## src/rtl/rr_arb4_pkg.sv

```systemverilog
// Shared types and constants for the 4-way round-robin arbiter.
// rr_pick returns the first requester at or after the priority pointer.
package rr_arb4_pkg;

  localparam int NREQ             = 4;
  localparam int HOLD_MAX_DEFAULT = 15;
  localparam int CNT_W_DEFAULT    = 4;

  typedef enum logic {
    IDLE  = 1'b0,
    GRANT = 1'b1
  } state_e;

  // Walk from the farthest rotation back to ptr so the nearest hit wins.
  function automatic logic [1:0] rr_pick(input logic [NREQ-1:0] req,
                                         input logic [1:0]      ptr);
    logic [1:0] pick;
    logic [1:0] k;
    pick = ptr;
    for (int i = NREQ - 1; i >= 0; i--) begin
      k = ptr + 2'(i);
      if (req[k]) pick = k;
    end
    return pick;
  endfunction

endpackage

```

## src/rtl/rr_arb4_dec2to4.sv

```systemverilog
// Enabled 2-to-4 one-hot decoder; all outputs are low while en is low.
module dec2to4_en (
  input  logic       en,
  input  logic [1:0] a,
  output logic [3:0] y
);

  genvar gi;
  generate
    for (gi = 0; gi < 4; gi++) begin : g_dec
      assign y[gi] = en & (a == 2'(gi));
    end
  endgenerate

endmodule

```

## src/rtl/rr_arb4.sv

```systemverilog
// Round-robin arbiter for four requesters with hold-time limit.
// Owner index is registered; the one-hot grant is decoded from it and gated by busy.
module rr_arb4
  import rr_arb4_pkg::*;
#(
  parameter int HOLD_MAX = HOLD_MAX_DEFAULT,
  parameter int CNT_W    = CNT_W_DEFAULT
) (
  input  logic            clk,
  input  logic            rst_n,
  input  logic            en,
  input  logic [NREQ-1:0] req,
  input  logic            rel,
  output logic [NREQ-1:0] gnt,
  output logic [1:0]      gnt_idx,
  output logic            busy,
  output logic            timeout
);

  state_e           state_q, state_d;
  logic [1:0]       ptr_q, ptr_d;
  logic [1:0]       idx_q, idx_d;
  logic [CNT_W-1:0] cnt_q, cnt_d;
  logic             to_q, to_d;
  logic             rel_norm;
  logic             rel_force;

  always_ff @(posedge clk or negedge rst_n) begin
    if (!rst_n) begin
      state_q <= IDLE;
      ptr_q   <= '0;
      idx_q   <= '0;
      cnt_q   <= '0;
      to_q    <= 1'b0;
    end else begin
      state_q <= state_d;
      ptr_q   <= ptr_d;
      idx_q   <= idx_d;
      cnt_q   <= cnt_d;
      to_q    <= to_d;
    end
  end

  // A normal cause coinciding with the hold limit suppresses the timeout pulse.
  always_comb begin
    state_d   = state_q;
    ptr_d     = ptr_q;
    idx_d     = idx_q;
    cnt_d     = cnt_q;
    to_d      = 1'b0;
    rel_norm  = rel | ~req[idx_q] | ~en;
    rel_force = (cnt_q == CNT_W'(HOLD_MAX - 1));
    case (state_q)
      IDLE: begin
        if (en && (|req)) begin
          state_d = GRANT;
          idx_d   = rr_pick(req, ptr_q);
          cnt_d   = '0;
        end
      end
      GRANT: begin
        if (rel_norm || rel_force) begin
          state_d = IDLE;
          ptr_d   = idx_q + 2'd1;
          to_d    = rel_force & ~rel_norm;
        end else begin
          cnt_d = cnt_q + CNT_W'(1);
        end
      end
      default: state_d = IDLE;
    endcase
  end

  assign busy    = (state_q == GRANT);
  assign gnt_idx = idx_q;
  assign timeout = to_q;

  dec2to4_en u_dec (
    .en (busy),
    .a  (idx_q),
    .y  (gnt)
  );

endmodule
```

## config.mk

```make
export PLATFORM = sky130hd
export DESIGN_NAME = rr_arb4
export DESIGN_NICKNAME = d
export VERILOG_FILES = /design/src/rtl/rr_arb4_pkg.sv /design/src/rtl/rr_arb4_dec2to4.sv /design/src/rtl/rr_arb4.sv
export SDC_FILE = /design/constraint.sdc
export NUM_CORES = 1
export LEC_CHECK = 0
export CORE_MARGIN = 5
export CORE_UTILIZATION = 30
export DETAILED_ROUTE_END_ITERATION = 6
export PLACE_DENSITY = 0.53
export SLEW_MARGIN = 30
export SYNTH_ARGS = -nofsm -noshare
export SYNTH_HDL_FRONTEND = slang
export SYNTH_SLANG_ARGS = --single-unit
```

## constraint.sdc

```tcl
create_clock -name clk -period 1.4 [get_ports clk]
set_input_delay 0.28 -clock clk [delete_from_list [all_inputs] [get_ports clk]]
set_output_delay 0.28 -clock clk [all_outputs]
set_load 0.01 [all_outputs]
```

==> impl_metrics.env, run 1 <==
export IMPL_status="finished, violations left"
export IMPL_violations="negative setup slack"
export IMPL_avgSynthCellArea_um2=9.83
export IMPL_place_ws_ns=-0.384
export IMPL_start_util=0.308
export IMPL_syn_nets=82
export IMPL_cts_hold_buffers=0
export IMPL_cts_tree="done"
export IMPL_antenna_cells=0
export IMPL_fin_ws_ns=-0.212
export IMPL_wl_per_cell_um=12.9
export IMPL_die_h_um=57.2
export IMPL_synth_edf_count=0
export IMPL_final_util=0.521
export IMPL_finalNonFillerCells=135
export IMPL_netlist_instances=68
export IMPL_p_leak_nw=0.538
export IMPL_fp_row_count=17
export IMPL_critPathTopFamily="multiplexers"
export IMPL_grt_max_degree=11
export IMPL_peakVddDrop_v=0.000665
export IMPL_yosysTopAreaCell="dfrtp_1"
export IMPL_finalPower_mw=1.57
export IMPL_portBuffers=15
export IMPL_dieArea_um2=3270
export IMPL_drtPass1Iterations=4
export IMPL_htree_levels=1
export IMPL_synth_area_leaders="dfrtp_1, ha_1, and2_1, nor2b_1, inv_1"
export IMPL_yosysTopAreaCellShare=0.375
export IMPL_synthToLayoutAreaGrowth_pct=69.1
export IMPL_clock_skew_ns=0.000902
export IMPL_drc=0
export IMPL_core_area_um2=2170
export IMPL_max_stage_delay_ns=0.43
export IMPL_grt_pass1_vias=632
export IMPL_cts_root_buffer="clkbuf_4"
export IMPL_route_final_wire_length_um=1740
export IMPL_dp_hpwl_um=1290
export IMPL_drive_gt1_frac=0.495
export IMPL_path_class="reg -> reg"
export IMPL_ios=16
export IMPL_cts_sinks=10
export IMPL_clk_pin_slew_ns=0.07
export IMPL_ys_async_sr_fraction=1.00
export IMPL_hold_viol=0
export IMPL_final_net_count=122
export IMPL_die_w_um=57.2
export IMPL_synth_area_um2=668
export IMPL_cp_cell_sequence="buf_6 > buf_6 > mux2_4 > a2bb2oi_2 > o21ai_2 > mux2_4"
export IMPL_grt_use_total=0.114
export IMPL_required_ns=1.55
export IMPL_synth_flop_cell="dfrtp_1"
export IMPL_dpl_cell_count=125
export IMPL_crit_buf_inv=2
export IMPL_post_route_min_period_ns=1.61
export IMPL_fin_crit_sh=1.15
export IMPL_viasPerCell=4.80
export IMPL_ys_ff_latch=10
export IMPL_relSlewSlack=0.698
export IMPL_insertion_delay_ns=0.26
export IMPL_rsz0062_at_grt="true"
export IMPL_drt_iter0_drc=11
export IMPL_setup_viol=12
export IMPL_ys_seq_area_frac=0.375
export IMPL_cts_made_buffers=3
export IMPL_critPathSlowestCell="dfrtp_2"
export IMPL_grt_overflow_total=0
export IMPL_path_max_fanout=3
export IMPL_crit_path_end_kind="flip-flop"
export IMPL_synth_cell_type_count=29
export IMPL_grt_pass1_wl_um=2960
export IMPL_antenna_found_initial=0
export IMPL_clock_fmax_ghz=0.620
export IMPL_vias=648
export IMPL_ant_nets=0
export IMPL_p_per_area_nw_per_um2=1390
export IMPL_final_fill_count=210
export IMPL_place_congestion=0.777
export IMPL_cts_buffer_depth=2
export IMPL_slew_viol_final=0
export IMPL_synth_warnings=0
export IMPL_worstPathArrival_ns=1.76
export IMPL_worst_pin_slew_ns=0.451
export IMPL_cap_violations=0
export IMPL_min_path_type="in -> async"
export IMPL_start_kind="flip-flop"
==> through the flow <==
step | TNS [ns] | cell area, um^2 | hold slack (ns)
6_report | -1.85 | 1130 | 0.329
3_3_place_gp | -3.93 | 975 | 0.500
2_1_floorplan | 0 | 684 | -0.0156
4_1_cts | -2.03 | 1110 | 0.335
3_5_place_dp | -4.03 | 975 | 0.500
5_1_grt | -2.51 | 1130 | 0.362
==> placed cells by master (no fill, tap or decap), types with 2 or more instances in the layout <==
| master | Yosys | routed |
|---|---|---|
| a21oi_1 | 3 | 2 |
| and2_1 | 4 | 3 |
| buf_2 | 0 | 4 |
| buf_4 | 0 | 14 |
| buf_6 | 0 | 7 |
| clkbuf_4 | 0 | 3 |
| clkdlybuf4s50_1 | 0 | 4 |
| dfrtp_1 | 10 | 7 |
| dfrtp_2 | 0 | 3 |
| dlygate4sd2_1 | 0 | 4 |
| ha_1 | 6 | 5 |
| inv_1 | 6 | 3 |
| inv_2 | 0 | 2 |
| mux2_4 | 0 | 3 |
| nand2_1 | 3 | 3 |
| nand3_1 | 2 | 2 |
| nor2_1 | 3 | 2 |
| nor2b_1 | 4 | 3 |
| o211ai_1 | 3 | 3 |
| o21ai_0 | 3 | 2 |
| o21ai_1 | 2 | 2 |
==> cell type report <==
cell class                 instances  area, um^2  share of cell area
inverter                           6        25.0              0.0221
sequential                        10         254               0.225
tap                               28        35.0              0.0310
timing repair buffer              35         297               0.262
multi-input combinational         52         483               0.427
clock buffer                       4        36.3              0.0321
==> repair_timing <==
action,4_1_cts,5_1_grt
endpoints found under the setup margin,17,15
resized for setup,47,7
buffers inserted,6,0
pin swaps,9,2
==> synth_stat cells, drive strengths merged (2+ instances only) <==
library cell  instances
mux2                  3
o21ai                 5
nand3                 2
ha                    6
nor2                  3
and2                  4
a2bb2oi               2
inv                   6
o211ai                3
dfrtp                10
nand2                 3
a21oi                 3
nor2b                 4
o31ai                 2
==> state kept, by name, indices dropped and copies added, names as in the netlist <==
register  cells
cnt_q         4
gnt_idx       2
ptr_q         2
busy          1
timeout       1
==> kinds of logic (layout without fill, tap and decap cells) <==
| logic type | after synthesis | after routing | synth area share |
|---|---|---|---|
| AOI/OAI and AO/OA | 19 | 19 | 0.210 |
| muxes | 4 | 4 | 0.0655 |
| adders and majority gates | 6 | 6 | 0.112 |
| buffers and inverters | 6 | 45 | 0.0337 |
| and+or+nand+nor | 23 | 23 | 0.204 |
| DFF | 10 | 10 | 0.375 |
==> report_power, final <==
| part | leakage [nW] | internal (mW) | switching (mW) |
|---|---|---|---|
| Clock | 0.0210 | 0.158 | 0.102 |
| Sequential | 0.126 | 0.366 | 0.0814 |
| Combinational | 0.391 | 0.513 | 0.350 |
==> worst paths after layout <==
kind | from | to | slack, ns | cells after the start
hold / removal | rst_n | cnt_q[1] | 0.33 | 1
setup reg to reg | gnt_idx[0] | ptr_q[1] | -0.21 | 6
max in group asynchronous | rst_n | gnt_idx[1] | 0.74 | 1
setup / recovery | gnt_idx[0] | ptr_q[1] | -0.21 | 6
min in group clk | cnt_q[2] | cnt_q[2] | 0.53 | 1
hold reg to reg | cnt_q[2] | cnt_q[2] | 0.53 | 1
==> layer usage <==
layer	track usage	vias up	share of wire
met5	0	-	0
met4	0.0497	0	0.0029
met3	0.0204	2	0.057
met2	0.188	17	0.49
met1	0.145	302	0.45
li1	-	327	-
(Power assumes the default switching activity.)
==> inputs of run 2 (changes only) <==
Settings changed: CAP_MARGIN from default to 25.
==> results of run 2 <==
The final DEF is identical to that of run 1; final timing and power are the same.
==> inputs of run 3 (changes only) <==
Settings changed: TNS_END_PERCENT from default to 50.
==> run 3 against run 2 <==
The flow still finishes with violations (negative setup slack). Routed wire length shrank 0.86%. Worst setup slack lost 0.0024 ns. Register-to-register slack is essentially flat. Final area shrank 1.9%. Maximum frequency shrank 0.15%. Clock power is essentially flat. Clock skew grew 0.00054 ns. Critical endpoint unchanged. Highest routed layer unchanged.
==> impl_metrics.env, run 3 (synthesis results as in run 1) <==
export IMPL_status="finished, violations left"
export IMPL_violations="negative setup slack"
export IMPL_vias=649
export IMPL_cts_root_buffer="clkbuf_4"
export IMPL_insertion_delay_ns=0.26
export IMPL_worst_pin_slew_ns=0.454
export IMPL_die_w_um=57.2
export IMPL_clk_pin_slew_ns=0.07
export IMPL_switching_share=0.341
export IMPL_htree_levels=1
export IMPL_slew_viol_final=0
export IMPL_grt_pass1_wl_um=2970
export IMPL_portBuffers=15
export IMPL_setup_viol=12
export IMPL_wl_per_cell_um=12.8
export IMPL_fin_area_um2=1110
export IMPL_viasPerCell=4.81
export IMPL_synthToLayoutAreaGrowth_pct=65.9
export IMPL_die_h_um=57.2
export IMPL_path_class="reg -> reg"
export IMPL_ant_nets=0
export IMPL_p_comb_frac=0.545
export IMPL_cap_violations=0
export IMPL_rsz0062_at_grt="true"
export IMPL_min_path_type="in -> async"
export IMPL_worstPathArrival_ns=1.76
export IMPL_cts_buffer_depth=2
export IMPL_core_area_um2=2170
export IMPL_grt_pass1_vias=631
export IMPL_top_register="cnt_q"
export IMPL_clock_skew_ns=0.00144
export IMPL_place_ws_ns=-0.384
export IMPL_fin_crit_sh=1.15
export IMPL_p_per_area_nw_per_um2=1400
export IMPL_post_route_min_period_ns=1.61
export IMPL_fp_row_count=17
export IMPL_cts_sinks=10
export IMPL_relSlewSlack=0.696
export IMPL_cts_made_buffers=3
export IMPL_crit_path_end_kind="flip-flop"
export IMPL_p_int_mw=1.02
export IMPL_hold_viol=0
export IMPL_route_final_wire_length_um=1730
export IMPL_required_ns=1.55
export IMPL_final_net_count=122
export IMPL_switchingPower_mw=0.530
export IMPL_start_util=0.308
export IMPL_clock_fmax_ghz=0.619
export IMPL_peakVddDrop_v=0.000639
export IMPL_path_max_fanout=3
export IMPL_grt_max_degree=11
export IMPL_drtPass1Iterations=4
export IMPL_final_fill_count=212
export IMPL_layout_common_cells="buf_4, dfrtp_1, ha_1"
export IMPL_dieArea_um2=3270
export IMPL_grt_overflow_total=0
export IMPL_drc=0
export IMPL_cts_hold_buffers=0
export IMPL_drive_gt1_frac=0.467
export IMPL_clkPwrFrac=0.167
export IMPL_antenna_found_initial=0
export IMPL_pwr_share_seq=0.288
export IMPL_cts_tree="done"
export IMPL_drt_iter0_drc=8
export IMPL_start_kind="flip-flop"
export IMPL_fin_ws_ns=-0.215
export IMPL_p_leak_nw=0.530
export IMPL_largest_reg_flops=4
export IMPL_grt_use_total=0.114
export IMPL_final_common_cell="buf_4"
export IMPL_placed_cell_area_um2=975
export IMPL_dp_hpwl_um=1290
export IMPL_setup_tns_ns=-1.88
export IMPL_ios=16
export IMPL_antenna_cells=0
export IMPL_place_congestion=0.777
run 3: changes by cell type in the layout (fill, tap and decap cells not counted):
cell	delta
and2_1	+1
and2_4	-1
buf_4	+3
buf_6	-3
nor2_1	+1
nor2_2	-1
o31ai_1	+1
o31ai_2	-1
run 3: final timing paths:
path / startpoint / slack (ns) / end / depth (start not counted)
max: gnt_idx[0] / -0.21 / ptr_q[1] / 6
min: rst_n / 0.33 / cnt_q[1] / 1
max reg2reg: gnt_idx[0] / -0.21 / ptr_q[1] / 6
min reg2reg: cnt_q[2] / 0.53 / cnt_q[2] / 1
max in group asynchronous: rst_n / 0.73 / gnt_idx[1] / 1
min in group clk: cnt_q[2] / 0.53 / cnt_q[2] / 1
run 3: power by group through the flow:
| stage | registers, mW | clock network (mW) | logic [mW] |
|---|---|---|---|
| after floorplan | 0.474 | 0 | 0.280 |
| after global placement | 0.458 | 0 | 0.626 |
| after detailed placement | 0.461 | 0 | 0.630 |
| after CTS | 0.453 | 0.271 | 0.830 |
| after global routing | 0.456 | 0.281 | 0.937 |
| final | 0.447 | 0.260 | 0.845 |
run 3: layout make-up:
class	count	area (um^2)	area share
multi-input cells	52	473	0.427
repair buffers	35	285	0.257
flip-flops and latches	10	254	0.229
clock buffers	4	36.3	0.0327
well taps	28	35.0	0.0316
inverters	6	25.0	0.0226
run 3: layer usage:
| layer | GRT usage | vias up | share of wire |
|---|---|---|---|
| met4 | 0.0497 | 0 | 0.0029 |
| met1 | 0.146 | 301 | 0.46 |
| met5 | 0 | - | 0 |
| met3 | 0.0204 | 2 | 0.049 |
| met2 | 0.188 | 17 | 0.49 |
| li1 | - | 329 | - |
run 3: worst max-delay path, stage by stage, from the launching register on:
cell and delay (ns):
dfrtp_2 0.43, buf_6 0.12, buf_6 0.11, mux2_4 0.32
a2bb2oi_2 0.14, o21ai_2 0.09, mux2_4 0.30
run 3: repair_timing:
action | 4_1_cts | 5_1_grt
endpoints found under the setup margin | 17 | 15
setup buffers | 5 | 1
cloned | 0 | 0
pin swaps | 8 | 2
resized for setup | 40 | 5
run 3: through the flow:
step	hold WS, ns	util	cells	power, mW
3_5_place_dp	0.500	0.449	125	1.09
3_3_place_gp	0.500	0.449	125	1.08
4_1_cts	0.335	0.503	134	1.55
2_1_floorplan	-0.0156	-	68	0.754
6_report	0.329	0.511	135	1.55
5_1_grt	0.362	0.511	135	1.67
